==> src/rtl/calc_pkg.sv <==
// Shared calculator package.
//   - FSM state encoding for the sequential divider (ST_IDLE, ST_RUN, ST_FIN).
//   - Active-low 7-segment constants, bit order g..a:
//     SEG_BLANK (all segments off), SEG_E (error glyph) and the hex glyph table 0-F.
package calc_pkg;

   typedef enum logic [1:0] {
      ST_IDLE = 2'd0,
      ST_RUN  = 2'd1,
      ST_FIN  = 2'd2
   } state_e;

   localparam logic [6:0] SEG_BLANK = 7'h7F;
   localparam logic [6:0] SEG_E     = 7'b0000110;

   // Entry i is the glyph for hex digit i (entry 0 is the rightmost field).
   localparam logic [15:0][6:0] SEG_GLYPHS = {
      7'h0E, 7'h06, 7'h21, 7'h46,   // F E d C
      7'h03, 7'h08, 7'h10, 7'h00,   // b A 9 8
      7'h78, 7'h02, 7'h12, 7'h19,   // 7 6 5 4
      7'h30, 7'h24, 7'h79, 7'h40    // 3 2 1 0
   };

endpackage

==> src/rtl/hex_to_7seg.sv <==
// Hex digit to active-low 7-segment decoder (purely combinational).
//   hex  in  4  digit 0-F
//   seg  out 7  active-low segments g..a
module hex_to_7seg
   import calc_pkg::*;
(
   input  logic [3:0] hex,
   output logic [6:0] seg
);

   assign seg = SEG_GLYPHS[hex];

endmodule

==> src/rtl/seq_binary_divider.sv <==
// Multi-cycle restoring (shift-subtract) divider: Q = A / B, R = A % B.
// One quotient bit per cycle, MSB first, with a start/done handshake.
// Ports:
//   clk, rst          clock; synchronous active-high reset
//   start             request, sampled only when idle
//   A [DW-1:0]        dividend, captured on accepted start
//   B [VW-1:0]        divisor, captured on accepted start
//   busy              high while iterating
//   done              one-cycle pulse; Q/R/div_by_zero valid from this cycle
//   Q [DW-1:0]        quotient, held until the next result
//   R [VW-1:0]        remainder, held until the next result
//   div_by_zero       set with done when B was zero; cleared on the next accepted start
// Optional macro DIV_SEG_OUT_EN adds HEX_Q / HEX_R (active-low 7-segment views of Q[3:0] and R).
module seq_binary_divider
   import calc_pkg::*;
#(
   parameter int DW = 4,
   parameter int VW = 2
)(
   input  logic          clk,
   input  logic          rst,
   input  logic          start,
   input  logic [DW-1:0] A,
   input  logic [VW-1:0] B,
   output logic          busy,
   output logic          done,
   output logic [DW-1:0] Q,
   output logic [VW-1:0] R,
   output logic          div_by_zero
`ifdef DIV_SEG_OUT_EN
   ,
   output logic [6:0]    HEX_Q,
   output logic [6:0]    HEX_R
`endif
);

   localparam int CW = $clog2(DW) + 1;

   state_e        state_q, state_d;
   logic [DW-1:0] dvd_q, dvd_d;      // dividend shifts out MSB first, quotient bits shift in at LSB
   logic [VW:0]   rem_q, rem_d;      // partial remainder, one bit wider than the divisor
   logic [VW-1:0] dvs_q, dvs_d;
   logic [CW-1:0] cnt_q, cnt_d;
   logic          busy_q, busy_d;
   logic          done_q, done_d;
   logic [DW-1:0] quo_q, quo_d;
   logic [VW-1:0] res_r_q, res_r_d;
   logic          dbz_q, dbz_d;
   logic          res_load;          // Q/R take a new result this cycle

   logic [VW:0]   rem_shift, rem_next;
   logic [DW-1:0] dvd_next;
   logic          q_bit;

   // NOTE: every always_comb output gets a default first, so no path leaves a latch behind.
   always_comb begin
      state_d  = state_q;
      dvd_d    = dvd_q;
      rem_d    = rem_q;
      dvs_d    = dvs_q;
      cnt_d    = cnt_q;
      busy_d   = 1'b0;
      done_d   = 1'b0;
      quo_d    = quo_q;
      res_r_d  = res_r_q;
      dbz_d    = dbz_q;
      res_load = 1'b0;

      // One restoring step. The remainder stays below the divisor between steps,
      // so the shifted value always fits in VW+1 bits.
      rem_shift = {rem_q[VW-1:0], dvd_q[DW-1]};
      q_bit     = (rem_shift >= {1'b0, dvs_q});
      rem_next  = q_bit ? (rem_shift - {1'b0, dvs_q}) : rem_shift;
      dvd_next  = (dvd_q << 1) | DW'(q_bit);

      unique case (state_q)
         ST_IDLE: begin
            if (start) begin
               dbz_d = 1'b0;
               if (B != '0) begin
                  state_d = ST_RUN;
                  busy_d  = 1'b1;
                  dvd_d   = A;
                  dvs_d   = B;
                  rem_d   = '0;
                  cnt_d   = '0;
               end else begin
                  // Zero divisor: skip iterating and report immediately.
                  state_d  = ST_FIN;
                  done_d   = 1'b1;
                  quo_d    = '1;
                  res_r_d  = '0;
                  dbz_d    = 1'b1;
                  res_load = 1'b1;
               end
            end
         end
         ST_RUN: begin
            rem_d = rem_next;
            dvd_d = dvd_next;
            cnt_d = cnt_q + CW'(1);
            if (cnt_q == CW'(DW - 1)) begin
               // Last step: publish the result so it is valid alongside done.
               state_d  = ST_FIN;
               done_d   = 1'b1;
               quo_d    = dvd_next;
               res_r_d  = rem_next[VW-1:0];
               res_load = 1'b1;
            end else begin
               busy_d = 1'b1;
            end
         end
         ST_FIN:  state_d = ST_IDLE;
         default: state_d = ST_IDLE;
      endcase
   end

   // NOTE: state registers use non-blocking assignments so all flops update from pre-edge values.
   always_ff @(posedge clk) begin
      if (rst) begin
         state_q <= ST_IDLE;
         dvd_q   <= '0;
         rem_q   <= '0;
         dvs_q   <= '0;
         cnt_q   <= '0;
         busy_q  <= 1'b0;
         done_q  <= 1'b0;
         quo_q   <= '0;
         res_r_q <= '0;
         dbz_q   <= 1'b0;
      end else begin
         state_q <= state_d;
         dvd_q   <= dvd_d;
         rem_q   <= rem_d;
         dvs_q   <= dvs_d;
         cnt_q   <= cnt_d;
         busy_q  <= busy_d;
         done_q  <= done_d;
         quo_q   <= quo_d;
         res_r_q <= res_r_d;
         dbz_q   <= dbz_d;
      end
   end

   assign busy        = busy_q;
   assign done        = done_q;
   assign Q           = quo_q;
   assign R           = res_r_q;
   assign div_by_zero = dbz_q;

`ifdef DIV_SEG_OUT_EN
   logic [6:0] glyph_q, glyph_r;
   logic [6:0] hex_q_q, hex_q_d, hex_r_q, hex_r_d;

   // Decode the values being loaded so the display registers update on the same edge as Q/R.
   hex_to_7seg u_hex_q (.hex(4'(quo_d)),   .seg(glyph_q));
   hex_to_7seg u_hex_r (.hex(4'(res_r_d)), .seg(glyph_r));

   always_comb begin
      hex_q_d = hex_q_q;
      hex_r_d = hex_r_q;
      if (res_load) begin
         hex_q_d = dbz_d ? SEG_E     : glyph_q;
         hex_r_d = dbz_d ? SEG_BLANK : glyph_r;
      end
   end

   always_ff @(posedge clk) begin
      if (rst) begin
         hex_q_q <= SEG_BLANK;
         hex_r_q <= SEG_BLANK;
      end else begin
         hex_q_q <= hex_q_d;
         hex_r_q <= hex_r_d;
      end
   end

   assign HEX_Q = hex_q_q;
   assign HEX_R = hex_r_q;
`endif

endmodule
==> config.mk <==
export PLATFORM = sky130hd
export DESIGN_NAME = seq_binary_divider
export DESIGN_NICKNAME = d
export VERILOG_FILES = /design/src/rtl/calc_pkg.sv /design/src/rtl/hex_to_7seg.sv /design/src/rtl/seq_binary_divider.sv
export SDC_FILE = /design/constraint.sdc
export NUM_CORES = 1
export LEC_CHECK = 0
export CAP_MARGIN = 20
export CORE_MARGIN = 2
export CORE_UTILIZATION = 45
export CTS_CLUSTER_DIAMETER = 150
export DETAILED_ROUTE_END_ITERATION = 8
export GPL_ROUTABILITY_DRIVEN = 0
export PLACE_DENSITY = 0.77
export SYNTH_ARGS = -nofsm -noshare
export SYNTH_HDL_FRONTEND = slang
export SYNTH_SLANG_ARGS = --single-unit
==> constraint.sdc <==
create_clock -name clk -period 1.8 [get_ports clk]
set_clock_uncertainty 0.2 [all_clocks]
set_input_delay 0.36 -clock clk [delete_from_list [all_inputs] [get_ports clk]]
set_output_delay 0.36 -clock clk [all_outputs]
set_load 0.005 [all_outputs]
==> impl_metrics.yaml, run 1 <==
status:
  outcome: "finished clean"
layout:
  multiInputGateArea_um2: 568
  antenna_cells: 0
  n_fill_cell: 168
  fin_cells: 174
  final_core_util: 0.671
  regArea_um2: 445
  layout.nets: 160
  layout_commonest_cell: "nor2_1"
  syn_to_final_growth_pct: 44.7
  final_cell_mix: "22 x nor2_1, 18 x dfxtp_1, 17 x buf_4"
  drive_above_1_share: 0.281
  final_cell_area_mm2: 0.00144
detailed_routing:
  totalWireLength_mm: 2.33
  drtIter0Drc: 17
  drt-vias-per-instance: 5.38
  first_pass_iters: 4
  drc: 0
  vias: 936
  wl_per_cell_um: 13.4
  final_antenna_net_count: 0
synth:
  synth_edf_count: 0
  synth_ff_type: "dfxtp_1"
  synth-seq-cells: 22
  synth_nets: 124
  async_reset_ff_frac: 0
  synth_cells: 111
  netlist_area_um2: 996
  ys_warn_count: 0
  synth_cell_types: 27
  seq_area_frac_synth: 0.442
  syn_avg_cell_area_um2: 8.97
worst_setup_path:
  max_stage_delay_ns: 0.50
  critPathSlowestCell: "clkdlybuf4s50_1"
  path_max_fanout: 2
  critical_path.startpoint_type: "register"
  cp.required_ns: 1.24
  cp_cell_sequence: "clkdlybuf4s50_1"
  worst-path-buf-inv: 1
  end_kind: "primary output"
  crit_type: "reg2out"
  crit_family: "buffers and inverters"
  arrival_ns: 1.18
clocking:
  clkTransAtPathRegs_ns: 0.13
  h-tree-depth: 1
  clk_path_buf_depth: 2
  cts_tree: "built"
  cts_hold_buf: 0
  cts_made_buffers: 3
  cts_num_sinks: 22
  clock-root-buffer: "clkbuf_4"
  clkLatencyLatePin_ns: 0.31
floorplanning:
  core_area_mm2: 0.00215
  dieArea_mm2: 0.00261
  die_w_um: 51.0
  start_util: 0.464
  rows: 17
  die_h_um: 51.0
  ios: 18
timing:
  fin_ws_ns: 0.0555
  slew_headroom: 0.794
  tightest_slew_ns: 0.309
  fin_crit_sh: 0.969
  finalHoldViolations: 0
  drv_slew: 0
  fin_crit_ns: 1.74
  max_freq_mhz: 573
  setup_violations: 0
hold_path:
  hold_class: "reg2reg"
placed_design:
  port_buffers: 17
  post-dp-hpwl_mm: 1.65
  dp.cells: 167
  place_ws_ns: -0.416
  post_dp_cell_area_mm2: 0.00130
power:
  p_leak_nw: 0.556
  power.density_mw_per_mm2: 823
  ir_drop_v: 0.000665
grt:
  grt_pass1_wl_mm: 3.68
  grt_pass1_vias: 809
  grt_max_degree: 23
  antenna_found_initial: 0
  grt_overflow: 0
  grtUsageTotal: 0.192
flow_run:
  drv_cap: 0
==> timing repair <==
item	4_1_cts	5_1_grt
gates resized for setup	12	6
hold endpoints to repair	0	0
cloned	0	0
pin swaps	3	2
setup buffers	3	0
setup endpoints to repair	6	5
==> metal layers <==
layer | GRT usage | routed length, um | vias to the layer above
li1 | - | - | 458
met4 | 0.0946 | 44 | 0
met3 | 0.0263 | 96 | 4
met5 | 0 | 0 | -
met2 | 0.320 | 1180 | 25
met1 | 0.241 | 1010 | 449
==> report_power, final <==
part           switching, mW  total (mW)  internal, mW
clock network          0.150       0.375         0.225
registers             0.0241       0.543         0.519
logic                  0.124       0.268         0.144
==> cell usage after synthesis, types with 2 or more instances <==
master,number,area (um^2)
nand2_1,12,45.0
ha_1,4,50.1
a311oi_1,3,26.3
a22oi_1,2,15.0
inv_1,4,15.0
dfxtp_1,22,440
nand2b_1,3,18.8
buf_6,2,22.5
mux2i_1,2,20.0
a211oi_2,4,50.1
nor2b_1,5,31.3
clkbuf_1,2,7.51
a31oi_1,2,12.5
a21oi_1,7,35.0
nor2_1,22,82.6
or2_2,2,12.5
a2111oi_0,2,17.5
a211oi_1,2,15.0
==> state kept, by name (all words and copies together) (netlist names) <==
| register | cells |
|---|---|
| div_by_zero | 1 |
| R | 2 |
| state_q | 2 |
| busy | 1 |
| done | 1 |
| Q | 4 |
| cnt_q | 3 |
| dvd_q | 4 |
| rem_q | 2 |
| dvs_q | 2 |
==> kinds of logic (layout without fill, tap and decap cells) <==
kind of cell / count (synthesis) / in the layout / share of synthesized area
and+or+nand+nor: 48 / 48 / 0.224
AOI/OAI and AO/OA: 26 / 26 / 0.214
DFF: 22 / 22 / 0.442
adders and majority gates: 4 / 4 / 0.0503
buffers and inverters: 9 / 44 / 0.0502
muxes: 2 / 2 / 0.0201
==> cell type report <==
cell class              count  area share
inverters                   4      0.0104
multi-input cells          80       0.394
clock inverters             1      0.0208
flip-flops and latches     22       0.309
repair buffers             36       0.226
clock buffers               3      0.0156
well taps                  28      0.0243
==> metrics by stage <==
step | power [mW] | hold WS, ns | setup TNS, ns
CTS | 1.18 | 0.294 | 0
global placement | 0.763 | 0.245 | -5.05
detailed placement | 0.772 | 0.262 | -5.65
global route | 1.23 | 0.286 | -0.00351
finish | 1.19 | 0.255 | 0
floorplan | 0.673 | 0.232 | 0
==> final timing paths <==
path	from	cells after the start	slack (ns)	end
worst min register to register	cnt_q[0]	1	0.25	cnt_q[0]
worst max register to register	rem_q[0]	6	0.07	R[1]
worst max-delay path	Q[2]	1	0.06	Q[2]
worst min-delay path	cnt_q[0]	1	0.25	cnt_q[0]
No activity file was read; power rests on OpenSTA's default activity.
==> run 2: changes to the inputs <==
Settings changed: CORE_ASPECT_RATIO from default to 0.8, PLACE_DENSITY 0.77 to 0.72.
==> impl_metrics.yaml, run 2 (synthesis results as in run 1) <==
timing:
  fin_crit_sh: 0.980
  setup_violations: 0
  max_freq_mhz: 567
  fin_crit_ns: 1.76
  finalHoldViolations: 0
  rsz0062_at_grt: "yes"
  slew_headroom: 0.783
  tightest_slew_ns: 0.325
  fin_setup_tns_ns: 0
  drv_slew: 0
detailed_routing:
  drtIter0Drc: 28
  drc: 0
  totalWireLength_mm: 2.33
  final_antenna_net_count: 0
  drt-vias-per-instance: 5.19
  first_pass_iters: 4
  vias: 866
  wl_per_cell_um: 14.0
layout:
  layout.nets: 157
  syn_to_final_growth_pct: 42.3
  n_fill_cell: 178
  antenna_cells: 0
  final_core_util: 0.668
  layout_commonest_cell: "nor2_1"
  drive_above_1_share: 0.268
  final_cell_mix: "22 x nor2_1, 19 x dfxtp_1, 14 x clkdlybuf4s50_1"
  final_cell_area_mm2: 0.00142
worst_setup_path:
  cp_cell_sequence: "dlygate4sd2_1 -> or4b_4 -> a21oi_4 -> buf_12 -> mux2i_1 -> nor2_1"
  path_max_fanout: 6
  arrival_ns: 1.78
  worst-path-buf-inv: 2
  end_kind: "register"
  crit_family: "simple AND/OR/NAND/NOR gates"
  cp.required_ns: 1.82
  critPathSlowestCell: "or4b_4"
  max_stage_delay_ns: 0.54
  critical_path.startpoint_type: "input port"
  crit_type: "in2reg"
floorplanning:
  die_h_um: 46.1
  ios: 18
  die_w_um: 56.6
  start_util: 0.470
  rows: 15
  core_area_mm2: 0.00212
  dieArea_mm2: 0.00261
clocking:
  clock-root-buffer: "clkbuf_4"
  h-tree-depth: 1
  clk_path_buf_depth: 2
  post_cts_buffers: 0
  clkTransAtPathRegs_ns: 0.12
  clkLatencyLatePin_ns: 0.31
  cts_num_sinks: 22
  cts_made_buffers: 3
  cts_tree: "built"
  cts_hold_buf: 0
placed_design:
  port_buffers: 17
  post-dp-hpwl_mm: 1.68
  post_dp_cell_area_mm2: 0.00130
status:
  outcome: "finished clean"
hold_path:
  hold_class: "reg2reg"
flow_run:
  drv_cap: 0
grt:
  grt_pass1_wl_mm: 3.80
  grt_max_degree: 23
  antenna_found_initial: 0
  grt_overflow: 0
  grtUsageTotal: 0.196
  grt_pass1_vias: 855
power:
  power.density_mw_per_mm2: 734
  ir_drop_v: 0.000653
  p_leak_nw: 0.533
[run 2: cell types whose count changed in the layout (fill, tap and decap cells not counted), sizes merged]
cell / previous run / this run
buf: 19 / 16
bufinv: 1 / 0
[run 2: path summary, 6_finish.rpt]
path,startpoint,to,slack (ns),cells after the start
worst min-delay path,dvs_q[1],dvs_q[1],0.27,2
worst min register to register,dvs_q[1],dvs_q[1],0.27,2
worst max register to register,state_q[0],R[1],0.05,5
worst max-delay path,B[1],R[1],0.04,6
[run 2: cell type report]
class,count,area (um^2),share of cell area
timing repair buffer,33,332,0.234
inverter,4,15.0,0.0106
sequential,22,444,0.313
multi-input combinational,80,573,0.404
clock buffer,3,22.5,0.0159
tap,25,31.3,0.0221
[run 2: worst reg2reg max path: stages (launching register included)]
cell and delay [ns]:
dfxtp_2 0.34, or4b_4 0.49, a21oi_4 0.26, buf_12 0.15
mux2i_1 0.17, nor2_1 0.05
[run 2: stage by stage]
step	total power, mW	cells	hold slack [ns]	setup slack, ns
after floorplan	0.673	111	0.232	0.0634
after global placement	0.767	163	0.246	-0.364
after detailed placement	0.777	163	0.260	-0.386
after CTS	1.01	167	0.277	0.0117
after global routing	1.10	167	0.292	-0.0134
final	1.04	167	0.269	0.0365
[run 2: repair_timing]
item | in CTS | in global routing
setup endpoints to repair | 6 | 8
cloned | 1 | 0
pin swaps | 1 | 2
resized for setup | 7 | 12
[run 2: where the power goes]
part / internal, mW / total (mW) / switching (mW)
logic: 0.149 / 0.277 / 0.128
registers: 0.518 / 0.539 / 0.0211
clock network: 0.0783 / 0.223 / 0.145
[run 2: routing by layer]
metal	vias up	wire length (um)	share of wire	track usage
li1	452	-	-	-
met1	400	1130	0.49	0.242
met2	12	1110	0.48	0.333
met3	2	72	0.031	0.0618
met4	0	15	0.0064	0.0667
met5	-	0	0	0
==> run 3: changes to the inputs <==
Settings changed: CELL_PAD_IN_SITES_DETAIL_PLACEMENT from default to 0, CELL_PAD_IN_SITES_GLOBAL_PLACEMENT from default to 1, CORE_UTILIZATION 45 to 34.
==> impl_metrics.yaml, run 3 (synthesis results as in run 1) <==
floorplanning:
  die_w_um: 64.5
  ios: 18
  dieArea_mm2: 0.00338
  core_area_mm2: 0.00277
  start_util: 0.360
  die_h_um: 52.4
  rows: 17
clocking:
  cts_made_buffers: 3
  cts_tree: "built"
  clkLatencyLatePin_ns: 0.30
  cts_num_sinks: 22
  clock-root-buffer: "clkbuf_4"
  clk_path_buf_depth: 2
  cts_hold_buf: 0
  clkTransAtPathRegs_ns: 0.12
  h-tree-depth: 1
placed_design:
  post_dp_cell_area_mm2: 0.00133
  port_buffers: 17
  dp.cells: 178
  post-dp-hpwl_mm: 1.69
layout:
  fin_cells: 186
  drive_above_1_share: 0.324
  final_cell_mix: "22 x nor2_1, 19 x buf_4, 16 x dfxtp_1"
  layout.nets: 163
  layout_commonest_cell: "nor2_1"
  regArea_um2: 450
  final_cell_area_mm2: 0.00150
  antenna_cells: 0
  n_fill_cell: 299
  syn_to_final_growth_pct: 50.1
  multiInputGateArea_um2: 583
power:
  ir_drop_v: 0.000455
  total_power_mw: 1.05
  power.density_mw_per_mm2: 704
  p_leak_nw: 0.568
timing:
  tightest_slew_ns: 0.312
  finalHoldViolations: 0
  setup_violations: 0
  hold_ws_ns: 0.251
  max_freq_mhz: 563
  rsz0062_at_grt: "yes"
  fin_setup_tns_ns: 0
  drv_slew: 0
  fin_crit_ns: 1.78
  slew_headroom: 0.792
  fin_crit_sh: 0.988
worst_setup_path:
  max_stage_delay_ns: 0.53
  critical_path.startpoint_type: "input port"
  arrival_ns: 1.79
  crit_type: "in2reg"
  critPathSlowestCell: "or4b_4"
  cp.required_ns: 1.81
  cp_cell_sequence: "dlygate4sd2_1 -> or4b_4 -> a21oi_4 -> buf_12 -> mux2i_1 -> nor2_1"
  path_max_fanout: 6
  end_kind: "register"
detailed_routing:
  first_pass_iters: 4
  drtIter0Drc: 22
  drt-vias-per-instance: 4.92
  wl_per_cell_um: 13.0
  totalWireLength_mm: 2.42
  drc: 0
  final_antenna_net_count: 0
  vias: 915
grt:
  grt_pass1_wl_mm: 4.20
  grt_overflow: 0
  antenna_found_initial: 0
  grt_pass1_vias: 906
  grt_max_degree: 23
  grtUsageTotal: 0.165
flow_run:
  drv_cap: 0
hold_path:
  hold_class: "reg2reg"
status:
  outcome: "finished clean"
## run 3: path summary, 6_finish.rpt
check | from | end | slack, ns | cells past startpoint
worst max-delay path | B[0] | R[1] | 0.02 | 6
worst min-delay path | cnt_q[0] | cnt_q[0] | 0.25 | 1
worst max register to register | dvs_q[1] | R[1] | 0.05 | 7
worst min register to register | cnt_q[0] | cnt_q[0] | 0.25 | 1
## run 3: metrics by stage
| stage | setup WS, ns | utilization |
|---|---|---|
| 2_1_floorplan | 0.0634 | - |
| 3_3_place_gp | -0.391 | 0.481 |
| 4_1_cts | -0.0238 | 0.525 |
| 6_report | 0.0224 | 0.541 |
| 5_1_grt | -0.0240 | 0.541 |
| 3_5_place_dp | -0.437 | 0.481 |
## run 3: critical path, delay by kind of cell
family	cells	cell delay, ns
buffers and inverters	2	0.42
muxes	1	0.19
and+or+nand+nor	2	0.58
AOI/OAI and AO/OA	1	0.24
## run 3: final cells by class
type | instances | share of cell area
Clock buffer | 3 | 0.0151
Inverter | 4 | 0.0100
Multi-Input combinational cell | 80 | 0.390
Tap cell | 38 | 0.0318
Timing Repair Buffer | 39 | 0.252
Sequential cell | 22 | 0.301
## run 3: repair_timing
| action | in CTS | in global routing |
|---|---|---|
| cloned | 1 | 0 |
| endpoints found under the hold margin | 0 | 0 |
| endpoints found under the setup margin | 7 | 10 |
| setup buffers | 3 | 1 |
| pin swaps | 2 | 5 |
| gates resized for setup | 13 | 11 |
## run 3: report_power, final
part           internal (mW)  switching, mW  leakage [nW]
logic                  0.161          0.131         0.372
registers              0.519         0.0221         0.183
clock network         0.0781          0.142        0.0138
## run 3: metal layers
layer	global-route usage	wire, um	share of wire
met4	0.0319	0	0
met3	0.0452	71	0.029
met5	0	0	0
met2	0.295	1200	0.49
met1	0.201	1150	0.48
